## config.mk

```make
export PLATFORM = sky130hd
export DESIGN_NAME = wb_adder_master
export DESIGN_NICKNAME = d
export VERILOG_FILES = /design/src/rtl/wb_adder_master.sv
export SDC_FILE = /design/constraint.sdc
export NUM_CORES = 1
export LEC_CHECK = 0
export CORE_ASPECT_RATIO = 1.5
export CORE_MARGIN = 5
export CORE_UTILIZATION = 30
export DETAILED_ROUTE_END_ITERATION = 8
export GPL_TIMING_DRIVEN = 0
export PLACE_DENSITY_LB_ADDON = 0.2
export SLEW_MARGIN = 10
export SYNTH_ARGS = -nofsm -noshare
export SYNTH_HDL_FRONTEND = slang
export SYNTH_SLANG_ARGS = --single-unit
```

## constraint.sdc

```tcl
create_clock -name clk -period 1.9 [get_ports clk]
set_clock_uncertainty 0.15 [all_clocks]
set_input_delay 0.475 -clock clk [delete_from_list [all_inputs] [get_ports clk]]
set_output_delay 0.475 -clock clk [all_outputs]
set_load 0.1 [all_outputs]
```

## src/rtl/wb_adder_master.sv

```systemverilog
// Pipelined Wishbone master for the adder peripheral: writes {b,a} to the operand
// register, reads the 9-bit sum back, and returns it with a timeout error flag.
module wb_adder_master #(
  parameter logic [31:0] BASE_ADDRESS   = 32'h3000_0000,
  parameter logic [31:0] INPUT_ADDRESS  = BASE_ADDRESS,
  parameter logic [31:0] OUTPUT_ADDRESS = BASE_ADDRESS + 32'd4,
  parameter int unsigned TIMEOUT        = 16
) (
  input  logic        clk,
  input  logic        reset_n,
  input  logic        i_op_valid,
  output logic        o_op_ready,
  input  logic [7:0]  i_op_a,
  input  logic [7:0]  i_op_b,
  output logic        o_res_valid,
  input  logic        i_res_ready,
  output logic [8:0]  o_res_sum,
  output logic        o_res_err,
  output logic        o_wb_cyc,
  output logic        o_wb_stb,
  output logic        o_wb_we,
  output logic [31:0] o_wb_addr,
  output logic [31:0] o_wb_data,
  input  logic        i_wb_ack,
  input  logic        i_wb_stall,
  input  logic [31:0] i_wb_data
);

  localparam int unsigned   TW         = $clog2(TIMEOUT + 1);
  localparam logic [TW-1:0] TIMER_LAST = TW'(TIMEOUT - 1);

  typedef enum logic [2:0] {
    IDLE    = 3'd0,
    WR_REQ  = 3'd1,
    WR_WAIT = 3'd2,
    RD_REQ  = 3'd3,
    RD_WAIT = 3'd4,
    RESP    = 3'd5
  } state_t;

  state_t        state;
  logic [TW-1:0] timer;
  logic          in_req_c;
  logic          in_wait_c;
  logic          accept_c;
  logic          done_c;
  logic          expire_c;
  logic          unused_rd_bits;

  // Bus events for the current access; an ack on the acceptance cycle completes it too.
  always_comb begin
    in_req_c  = (state == WR_REQ) || (state == RD_REQ);
    in_wait_c = (state == WR_WAIT) || (state == RD_WAIT);
    accept_c  = in_req_c && o_wb_stb && !i_wb_stall;
    done_c    = i_wb_ack && (accept_c || in_wait_c);
    expire_c  = (in_req_c || in_wait_c) && (timer == TIMER_LAST) && !done_c;
  end

  assign unused_rd_bits = ^i_wb_data[31:9];

  always_ff @(posedge clk or negedge reset_n) begin
    if (!reset_n) begin
      state       <= IDLE;
      timer       <= '0;
      o_op_ready  <= 1'b1;
      o_res_valid <= 1'b0;
      o_res_sum   <= '0;
      o_res_err   <= 1'b0;
      o_wb_cyc    <= 1'b0;
      o_wb_stb    <= 1'b0;
      o_wb_we     <= 1'b0;
      o_wb_addr   <= '0;
      o_wb_data   <= '0;
    end else begin
      case (state)
        IDLE: begin
          if (i_op_valid && o_op_ready) begin
            state      <= WR_REQ;
            timer      <= '0;
            o_op_ready <= 1'b0;
            o_wb_cyc   <= 1'b1;
            o_wb_stb   <= 1'b1;
            o_wb_we    <= 1'b1;
            o_wb_addr  <= INPUT_ADDRESS;
            o_wb_data  <= {16'h0, i_op_b, i_op_a};
          end
        end
        WR_REQ, WR_WAIT, RD_REQ, RD_WAIT: begin
          if (done_c && (state == WR_REQ || state == WR_WAIT)) begin
            // Write done: issue the sum read while keeping cyc asserted.
            state     <= RD_REQ;
            timer     <= '0;
            o_wb_stb  <= 1'b1;
            o_wb_we   <= 1'b0;
            o_wb_addr <= OUTPUT_ADDRESS;
            o_wb_data <= '0;
          end else if (done_c) begin
            state       <= RESP;
            o_wb_cyc    <= 1'b0;
            o_wb_stb    <= 1'b0;
            o_res_valid <= 1'b1;
            o_res_sum   <= i_wb_data[8:0];
            o_res_err   <= 1'b0;
          end else if (expire_c) begin
            state       <= RESP;
            o_wb_cyc    <= 1'b0;
            o_wb_stb    <= 1'b0;
            o_res_valid <= 1'b1;
            o_res_sum   <= '0;
            o_res_err   <= 1'b1;
          end else begin
            timer <= timer + TW'(1);
            if (accept_c) begin
              o_wb_stb <= 1'b0;
              state    <= (state == WR_REQ) ? WR_WAIT : RD_WAIT;
            end
          end
        end
        RESP: begin
          if (i_res_ready) begin
            state       <= IDLE;
            o_res_valid <= 1'b0;
            o_op_ready  <= 1'b1;
          end
        end
        default: begin
          state      <= IDLE;
          o_op_ready <= 1'b1;
          o_wb_cyc   <= 1'b0;
          o_wb_stb   <= 1'b0;
        end
      endcase
    end
  end

endmodule

```

==> out/results.tsv, run 1 <==
stage	metric	value	unit
layout	fillcell total	690	
sta	final period utilization	1.004	
sta	minimum clock period	1.907	ns
global_route	largest net degree at the start of global routing	22	
placement	hpwl dp	4442	µm
synth	complex-gate fraction of the synthesized area	0.2236	
placement	PortBufs	64	
route	# DRC	0	
synth	cell area after synthesis	2250	µm²
route	WL final	6062	µm
synth	Synth Area in Simple Gates	0.09956	
route	via count	1905	
outcome	outcome	finished with violations	
layout	Util after Layout	0.5058	
floorplan	Die Ht	116.1	µm
synth	xor and xnor area share after synthesis	0.003893	
sta	final worst setup slack	-0.007411	ns
placement	dpl ws	-0.7410	ns
setup_path	Reg2Reg Setup Slack	-0.007	ns
synth	Post-synth ARST share	1.000	
layout	area delta synth->final	63.57	%
sta	RSZ-0062 raised after global routing	true	
sta	post-route setup TNS	-0.01306	ns
route	Routed wire per std cell	13.56	µm
layout	antenna fix cells	0	
global_route	first-pass GRT wire length	9080	µm
setup_path	Worst Reg-to-Reg Cells	6	
layout	Final #Nets	402	
synth	Synth Area in Adders	0.01112	
floorplan	Initial Util	0.3093	
setup_path	Worst Setup Path Type	reg -> reg	
clock_network	root buf cell	clkbuf_8	
layout	layout cells sized above 1	0.4438	
setup_path	Reg-to-Reg End	timer[4]	
clock_network	H-tree levels	2	
floorplan	Die ar.	9367	µm²
run	max_cap viols	0	
layout	commonest non-fill, non-tap cell in the layout	buf_4	
setup_path	data arrival time of the worst path	1.94	ns
setup_path	critical path launch point type	flip-flop	
synth	ys flop type	dfrtp_1	
sta	Final Max Tran Viols	0	
floorplan	Core Area	7274	µm²
sta	Fin. Hold Viols	9	
synth	Syn Inst Count	211	
synth	synth warn	0	
clock_network	worst-skew pair later-pin latency	0.29	ns
clock_network	clock buffer depth	2	
setup_path	Worst setup EP type	flip-flop	
global_route	initial antenna violation count	0	
clock_network	total CTS buffers	5	
synth	post-synthesis sequential area ratio	0.4566	
synth	synthesized flop and latch total	41	
setup_path	worst-path fanout max	6	
sta	Fmax achieved	0.5243	GHz
global_route	global route total overflow	0	
synth	post-synthesis mux area share	0.01780	
route	first-iteration detailed-routing DRC count	88	
clock_network	CTS sink count	41	
setup_path	reg2reg start	state[1]	
global_route	GRT Resource Usage Total	0.1230	
setup_path	CP required	1.93	ns
layout	most frequent cells in the layout	buf_4 (68), conb_1 (45), dfrtp_1 (37), clkdlybuf4s15_2 (30), clkdlybuf4s50_1 (27)	
floorplan	Site Rows	38	
synth	number of synthesized flops with an enable pin	0	
worst_hold_path	Hold/Removal Path Class	in -> async	
placement	gp weighted congestion	0.8560	
clock_network	CTS tree	done	
sta	worst hold slack	-0.01041	ns
global_route	vias in the first global route	1844	
floorplan	chip width	80.71	µm
route	DR pass1 iterations	4	
clock_network	clock slew at reported path FFs	0.09	ns
sta	Worst slew margin	0.6203	
synth	Post-Syn Area per Cell	10.66	µm²
sta	final setup vio count	2	
clock_network	cts hold-fix bufs	0	
floorplan	total I/O pin count	133	
synth	largest family of logic cells by synthesized area	compound AO/OA/AOI/OAI gates	
sta	worst-margin pin slew	0.5722	ns
synth	Synth cell types	48	
route	post-route ant nets	0	
route	routed vias/inst	4.262	
outcome	failing checks	negative hold slack, negative setup slack	
[timing repair]
action                                  in CTS  in global routing
endpoints found under the hold margin        0                  0
endpoints found under the setup margin      73                 38
pin swaps                                    8                  7
cloned                                       0                  1
gates resized for setup                    136                 18
buffers inserted                            11                  7
[critical path, stage by stage, from the launching register on]
cell and delay [ns]:
dfrtp_2 0.48, buf_4 0.16, nor2_2 0.19, a22oi_2 0.10, a22o_4 0.28, o221a_4 0.13
mux2_4 0.29
[worst max-delay path by stage]
stage / slack [ns] / cells past startpoint / startpoint / endpoint
2_1_floorplan: -0.17 / 5 / o_wb_stb / timer[1]
3_3_place_gp: -1.22 / 1 / reset_n / o_wb_stb
3_5_place_dp: -0.74 / 6 / i_wb_ack / timer[1]
4_1_cts: -0.01 / 6 / state[2] / state[0]
5_1_grt: -0.08 / 5 / state[0] / timer[4]
6_report: -0.007 / 6 / state[1] / timer[4]
[Yosys cell counts (all sizes together) (3+ instances only)]
master,count,area share
a21oi,10,0.022
a22o,27,0.11
a2bb2oi,3,0.017
buf,54,0.17
dfrtp,40,0.44
inv,7,0.012
nand2,7,0.013
nand2b,3,0.0083
nor2,11,0.022
nor2b,3,0.0083
nor3,5,0.011
o21ai,4,0.0089
[cells by family after synthesis]
group                      count (synthesis)
AOI/OAI and AO/OA                         62
xor gates and xnor gates                   1
adders and majority gates                  2
buffers and inverters                     62
DFF                                       41
muxes                                      3
other                                      1
and+or+nand+nor                           39
[through the flow]
step | std cells | instance area (µm²)
after floorplan | 255 | 2429
after global placement | 419 | 3194
after detailed placement | 420 | 3217
after CTS | 439 | 3565
after global routing | 447 | 3680
final | 447 | 3680
[layout make-up]
| type | count | area [µm²] | area share |
|---|---|---|---|
| buffer | 55 | 410.4 | 0.1115 |
| clock buffer | 5 | 68.82 | 0.01870 |
| clock inverter | 3 | 68.82 | 0.01870 |
| inverter | 7 | 28.78 | 0.007820 |
| multi-input combinational | 152 | 1119 | 0.3040 |
| sequential | 41 | 1037 | 0.2819 |
| tap | 100 | 125.1 | 0.03400 |
| timing repair buffer | 84 | 822.0 | 0.2234 |
[metal layers]
| metal | vias up | track usage | wire (µm) | share of wire |
|---|---|---|---|---|
| met5 | - | 0 | 0 | 0 |
| met4 | 0 | 0.06088 | 178 | 0.029 |
| met3 | 15 | 0.02255 | 315 | 0.052 |
| met2 | 80 | 0.1963 | 2990 | 0.49 |
| met1 | 876 | 0.1589 | 2577 | 0.43 |
| li1 | 934 | - | - | - |
[sequential cells by signal (all words and copies together) (netlist names)]
name         count
o_wb_data       16
o_res_sum        9
timer            5
state            3
o_wb_addr        2
o_op_ready       1
o_res_err        1
o_res_valid      1
o_wb_cyc         1
o_wb_stb         1
o_wb_we          1
Power of run 1 is not shown: default switching activity piles up to over one toggle a cycle in this logic, so the estimate is an artifact.
==> run 2, diff against run 1 <==
Settings changed: MAX_ROUTING_LAYER set to met4.
==> run 2 against run 1 <==
Compared with the run above: the run still ends with negative hold slack, negative setup slack left; global-route usage grew 0.38 points; clock-buffer cell count is the same; final cell count is the same; die area is the same; maximum frequency grew 0.22%; critical path depth shrank 1; sequential cell count is the same; sequential share of layout area is the same; core utilization is the same; critical endpoint unchanged.
==> out/results.tsv, run 2 (synthesis results as in run 1) <==
stage	metric	value	unit	change
route	# DRC	0		unchanged
outcome	outcome	finished with violations		unchanged
layout	commonest non-fill, non-tap cell in the layout	buf_4		unchanged
setup_path	data arrival time of the worst path	1.93	ns	was 1.94 ns
setup_path	Worst Setup Path Type	reg -> reg		unchanged
global_route	initial antenna violation count	0		unchanged
route	WL final	6040	µm	was 6062 µm
global_route	vias in the first global route	1847		was 1844
placement	PortBufs	64		unchanged
clock_network	clock buffer depth	2		unchanged
global_route	GRT Resource Usage Total	0.1268		was 0.1230
layout	Largest Register	o_wb_data		unchanged
worst_hold_path	Hold/Removal Path Class	in -> async		unchanged
sta	Final Max Tran Viols	0		unchanged
outcome	failing checks	negative hold slack, negative setup slack		unchanged
setup_path	Worst setup EP type	flip-flop		unchanged
setup_path	Reg2Reg Setup Slack	-0.003	ns	was -0.007 ns
floorplan	Die Ht	116.1	µm	unchanged
layout	antenna fix cells	0		unchanged
layout	most frequent cells in the layout	buf_4 (68), conb_1 (45), dfrtp_1 (37), clkdlybuf4s15_2 (30), clkdlybuf4s50_1 (27)		unchanged
clock_network	clock slew at reported path FFs	0.09	ns	about the same
clock_network	H-tree levels	2		unchanged
setup_path	Worst path max stage delay	0.42	ns	was 0.48 ns
setup_path	critical path launch point type	flip-flop		unchanged
layout	post-route cell area	3680	µm²	unchanged
sta	RSZ-0062 raised after global routing	true		unchanged
placement	gp weighted congestion	0.8697		was 0.8560
route	via count	1916		was 1905
clock_network	CTS sink count	41		unchanged
placement	dpl ws	-0.7410	ns	unchanged
global_route	first-pass GRT wire length	9094	µm	was 9080 µm
sta	Fmax achieved	0.5254	GHz	was 0.5243 GHz
route	routed vias/inst	4.286		was 4.262
sta	Fin. Hold Viols	7		was 9
clock_network	worst-skew pair later-pin latency	0.29	ns	about the same
clock_network	CTS tree	done		unchanged
setup_path	CP Cell Sequence	nand2b_2 -> a22oi_2 -> a22o_4 -> o221a_4 -> mux2_4		was buf_4 -> nor2_2 -> a22oi_2 -> a22o_4 -> o221a_4 -> mux2_4
global_route	global route total overflow	0		unchanged
setup_path	CP required	1.93	ns	about the same
sta	worst hold slack	-0.008654	ns	was -0.01041 ns
clock_network	cts hold-fix bufs	0		unchanged
sta	Worst slew margin	0.6201		was 0.6203
placement	hpwl dp	4442	µm	unchanged
route	Routed wire per std cell	13.51	µm	was 13.56 µm
layout	biggest regs	o_wb_data x16, o_res_sum x9, timer x5		unchanged
clock_network	total CTS buffers	5		unchanged
route	first-iteration detailed-routing DRC count	83		was 88
sta	final period utilization	1.002		was 1.004
sta	worst-margin pin slew	0.5725	ns	was 0.5722 ns
layout	max FFs per register	16		unchanged
setup_path	worst-path fanout max	5		was 6
layout	Post-Layout Cell Count	447		unchanged
clock_network	root buf cell	clkbuf_8		unchanged
route	post-route ant nets	0		unchanged
floorplan	chip width	80.71	µm	unchanged
placement	DP Cell Count	420		unchanged
floorplan	Site Rows	38		unchanged
layout	layout cells sized above 1	0.4438		unchanged
setup_path	Slowest-stage cell, CP	dfrtp_1		was dfrtp_2
sta	minimum clock period	1.903	ns	was 1.907 ns
floorplan	Die ar.	9367	µm²	unchanged
layout	Util after Layout	0.5058		unchanged
run	max_cap viols	0		unchanged
sta	final setup vio count	2		unchanged
floorplan	Initial Util	0.3093		unchanged
placement	placed cell areas	3217	µm²	unchanged
global_route	largest net degree at the start of global routing	22		unchanged
floorplan	total I/O pin count	133		unchanged
route	DR pass1 iterations	4		unchanged
layout	area delta synth->final	63.57	%	unchanged
sta	final worst setup slack	-0.003215	ns	was -0.007411 ns
layout	Final #Nets	402		unchanged
floorplan	Core Area	7274	µm²	unchanged
## run 2: cell counts in the layout (fill, tap and decap cells not counted)
No cell type changed its count.
## run 2: final cells by class
cell class,count,area (µm²)
Timing Repair Buffer,84,822.0
Multi-Input combinational cell,152,1119
Sequential cell,41,1037
Buffer,55,410.4
Tap cell,100,125.1
Fill cell,690,3595
Clock buffer,5,68.82
Inverter,7,28.78
Clock inverter,3,68.82
## run 2: final timing paths
check,end,cells past startpoint,from
worst min register to register,o_wb_we,1,o_wb_we
min in group clk,o_wb_we,1,o_wb_we
worst max register to register,timer[4],5,state[0]
worst max-delay path,timer[4],5,state[0]
worst min-delay path,o_wb_data[15],1,reset_n
max in group asynchronous,o_op_ready,2,reset_n
## run 2: per-layer routing
metal  GRT usage  wire length (µm)
met1      0.1613              2591
met2      0.1963              2974
met3     0.01944               286
met4     0.06088               188
met5           -                 0
## run 2: timing repair
| item | CTS | global route |
|---|---|---|
| buffers inserted | 11 | 7 |
| resized for setup | 136 | 18 |
| setup endpoints to repair | 73 | 38 |
| pin swaps | 8 | 7 |
| gates cloned | 0 | 1 |
## run 2: worst max-delay path, delay by kind of cell (launching register included)
family | cells | cell delay, ns
AND/OR/NAND/NOR | 1 | 0.28
flip-flops | 1 | 0.42
AO/OA/AOI/OAI | 3 | 0.64
multiplexers | 1 | 0.29
## run 2: through the flow
stage / TNS, ns / hold WS [ns]
finish: -0.004735 / -0.008654
global route: -0.6176 / 0.02247
CTS: -0.009937 / 0.01028
detailed placement: -30.89 / 0.3156
global placement: -69.41 / 0.3103
floorplan: -0.3428 / 0.02941
Power of run 2 is left out for the same reason.
==> run 3, diff against run 2 <==
Settings changed: CORE_UTILIZATION 30 to 34, RECOVER_POWER set to 25.
==> run 3 against run 2 <==
Compared with the run above: the flow finishes with violations (negative setup slack); first-iteration DRC count fell by 13%; routed wire length barely moved; core utilization rose by 6.1 points; via count rose by 2.4%; clock-buffer cell count did not move; sequential cell count did not move; sequential share of layout area barely moved.
==> out/results.tsv, run 3 (synthesis results as in run 1) <==
stage	metric	value	unit	change
layout	Post-Layout Cell Count	425		was 447
setup_path	CP required	1.97	ns	was 1.93 ns
route	via count	1962		was 1916
outcome	failing checks	negative setup slack		was negative hold slack, negative setup slack
route	DR pass1 iterations	4		unchanged
placement	placed cell areas	3179	µm²	was 3217 µm²
sta	final period utilization	1.023		was 1.002
layout	most frequent cells in the layout	buf_4 (69), conb_1 (45), dfrtp_1 (37), clkdlybuf4s50_1 (27), clkdlybuf4s15_2 (27)		was buf_4 (68), conb_1 (45), dfrtp_1 (37), clkdlybuf4s15_2 (30), clkdlybuf4s50_1 (27)
clock_network	clock slew at reported path FFs	0.09	ns	about the same
sta	post-route setup TNS	-0.1105	ns	was -0.004735 ns
floorplan	chip width	76.42	µm	was 80.71 µm
floorplan	Core Area	6486	µm²	was 7274 µm²
route	Routed wire per std cell	14.22	µm	was 13.51 µm
floorplan	Site Rows	36		was 38
setup_path	critical path launch point type	flip-flop		unchanged
run	max_cap viols	0		unchanged
clock_network	worst-skew pair later-pin latency	0.29	ns	about the same
sta	Final Max Tran Viols	0		unchanged
layout	Largest Register	o_wb_data		unchanged
placement	DP Cell Count	396		was 420
layout	max FFs per register	16		unchanged
clock_network	root buf cell	clkbuf_8		unchanged
placement	PortBufs	64		unchanged
floorplan	Die Ht	109.6	µm	was 116.1 µm
clock_network	CTS tree	done		unchanged
clock_network	total CTS buffers	5		unchanged
global_route	GRT Resource Usage Total	0.1438		was 0.1268
route	routed vias/inst	4.616		was 4.286
global_route	initial antenna violation count	0		unchanged
layout	commonest non-fill, non-tap cell in the layout	buf_4		unchanged
outcome	outcome	finished with violations		unchanged
sta	Fin. Hold Viols	0		was 7
global_route	global route total overflow	0		unchanged
setup_path	CP Cell Sequence	buf_6 -> and2b_2 -> a221oi_4 -> buf_12 -> nor2_4 -> nor4_2 -> a2bb2oi_1		was nand2b_2 -> a22oi_2 -> a22o_4 -> o221a_4 -> mux2_4
clock_network	CTS sink count	41		unchanged
floorplan	total I/O pin count	133		unchanged
sta	RSZ-0062 raised after global routing	true		unchanged
route	# DRC	0		unchanged
route	first-iteration detailed-routing DRC count	72		was 83
sta	minimum clock period	1.944	ns	was 1.903 ns
global_route	vias in the first global route	1967		was 1847
layout	post-route cell area	3677	µm²	was 3680 µm²
placement	hpwl dp	4348	µm	was 4442 µm
clock_network	H-tree levels	2		unchanged
setup_path	Worst setup EP type	flip-flop		unchanged
layout	biggest regs	o_wb_data x16, o_res_sum x9, timer x5		unchanged
setup_path	Worst Setup Path Type	reg -> reg		unchanged
floorplan	Initial Util	0.3468		was 0.3093
layout	area delta synth->final	63.46	%	was 63.57%
sta	Worst slew margin	0.4938		was 0.6201
sta	final worst setup slack	-0.04396	ns	was -0.003215 ns
setup_path	data arrival time of the worst path	2.01	ns	was 1.93 ns
placement	gp weighted congestion	0.8472		was 0.8697
layout	layout cells sized above 1	0.4384		was 0.4438
setup_path	Worst path max stage delay	0.35	ns	was 0.42 ns
sta	final setup vio count	4		was 2
sta	Fmax achieved	0.5144	GHz	was 0.5254 GHz
route	post-route ant nets	0		unchanged
global_route	largest net degree at the start of global routing	29		was 22
setup_path	worst-path fanout max	9		was 5
clock_network	clock buffer depth	2		unchanged
route	WL final	6042	µm	was 6040 µm
global_route	first-pass GRT wire length	9597	µm	was 9094 µm
floorplan	Die ar.	8377	µm²	was 9367 µm²
sta	worst-margin pin slew	0.7592	ns	was 0.5725 ns
layout	antenna fix cells	0		unchanged
layout	Final #Nets	404		was 402
setup_path	Slowest-stage cell, CP	dfrtp_1		unchanged
worst_hold_path	Hold/Removal Path Class	reg -> reg		was in -> async
[run 3: worst paths after layout]
| kind | startpoint | end | slack (ns) | cells after the start |
|---|---|---|---|---|
| max in group asynchronous | reset_n | o_op_ready | 0.23 | 3 |
| min | o_wb_we | o_wb_we | 0.34 | 1 |
| max | state[2] | o_wb_cyc | -0.04 | 7 |
| min reg2reg | o_wb_we | o_wb_we | 0.34 | 1 |
| min in group asynchronous | reset_n | o_wb_data[14] | 0.60 | 2 |
| max reg2reg | state[2] | o_wb_cyc | -0.04 | 7 |
[run 3: worst max-delay path, delay by kind of cell, from the launching register on]
kind / cells / cell delay [ns]
AOI/OAI and AO/OA: 2 / 0.52
and+or+nand+nor: 3 / 0.55
DFF: 1 / 0.35
buffers and inverters: 2 / 0.28
[run 3: per-stage QoR]
stage / worst slack, ns / utilization / hold slack (ns)
floorplan: -0.1714 / - / 0.02941
global placement: -1.240 / 0.4878 / 0.3098
detailed placement: -0.7591 / 0.4902 / 0.2520
CTS: -0.05153 / 0.5530 / 0.3430
global route: -0.1016 / 0.5669 / 0.3683
finish: -0.04396 / 0.5669 / 0.3380
[run 3: metal layers]
| metal | global-route usage | part of all wire | wire length, µm | up-vias |
|---|---|---|---|---|
| li1 | - | - | - | 938 |
| met1 | 0.1729 | 0.39 | 2367 | 916 |
| met2 | 0.2377 | 0.52 | 3158 | 98 |
| met3 | 0.03197 | 0.064 | 387 | 10 |
| met4 | 0.05250 | 0.021 | 128 | 0 |
| met5 | - | 0 | 0 | - |
[run 3: layout make-up]
type,count,area (µm²)
buffer,55,416.7
clock buffer,5,68.82
clock inverter,3,68.82
fill,566,2809
inverter,7,26.28
multi-input combinational,152,1131
sequential,41,1037
tap,76,95.09
timing repair buffer,86,833.3
[run 3: timing repair]
action                                  CTS  global route
resized for setup                       145            18
hold buffers                              1             0
endpoints found under the setup margin   73            35
pin swaps                                13            10
endpoints found under the hold margin    13             0
setup buffers                            12             8
Power of run 3 is left out for the same reason.
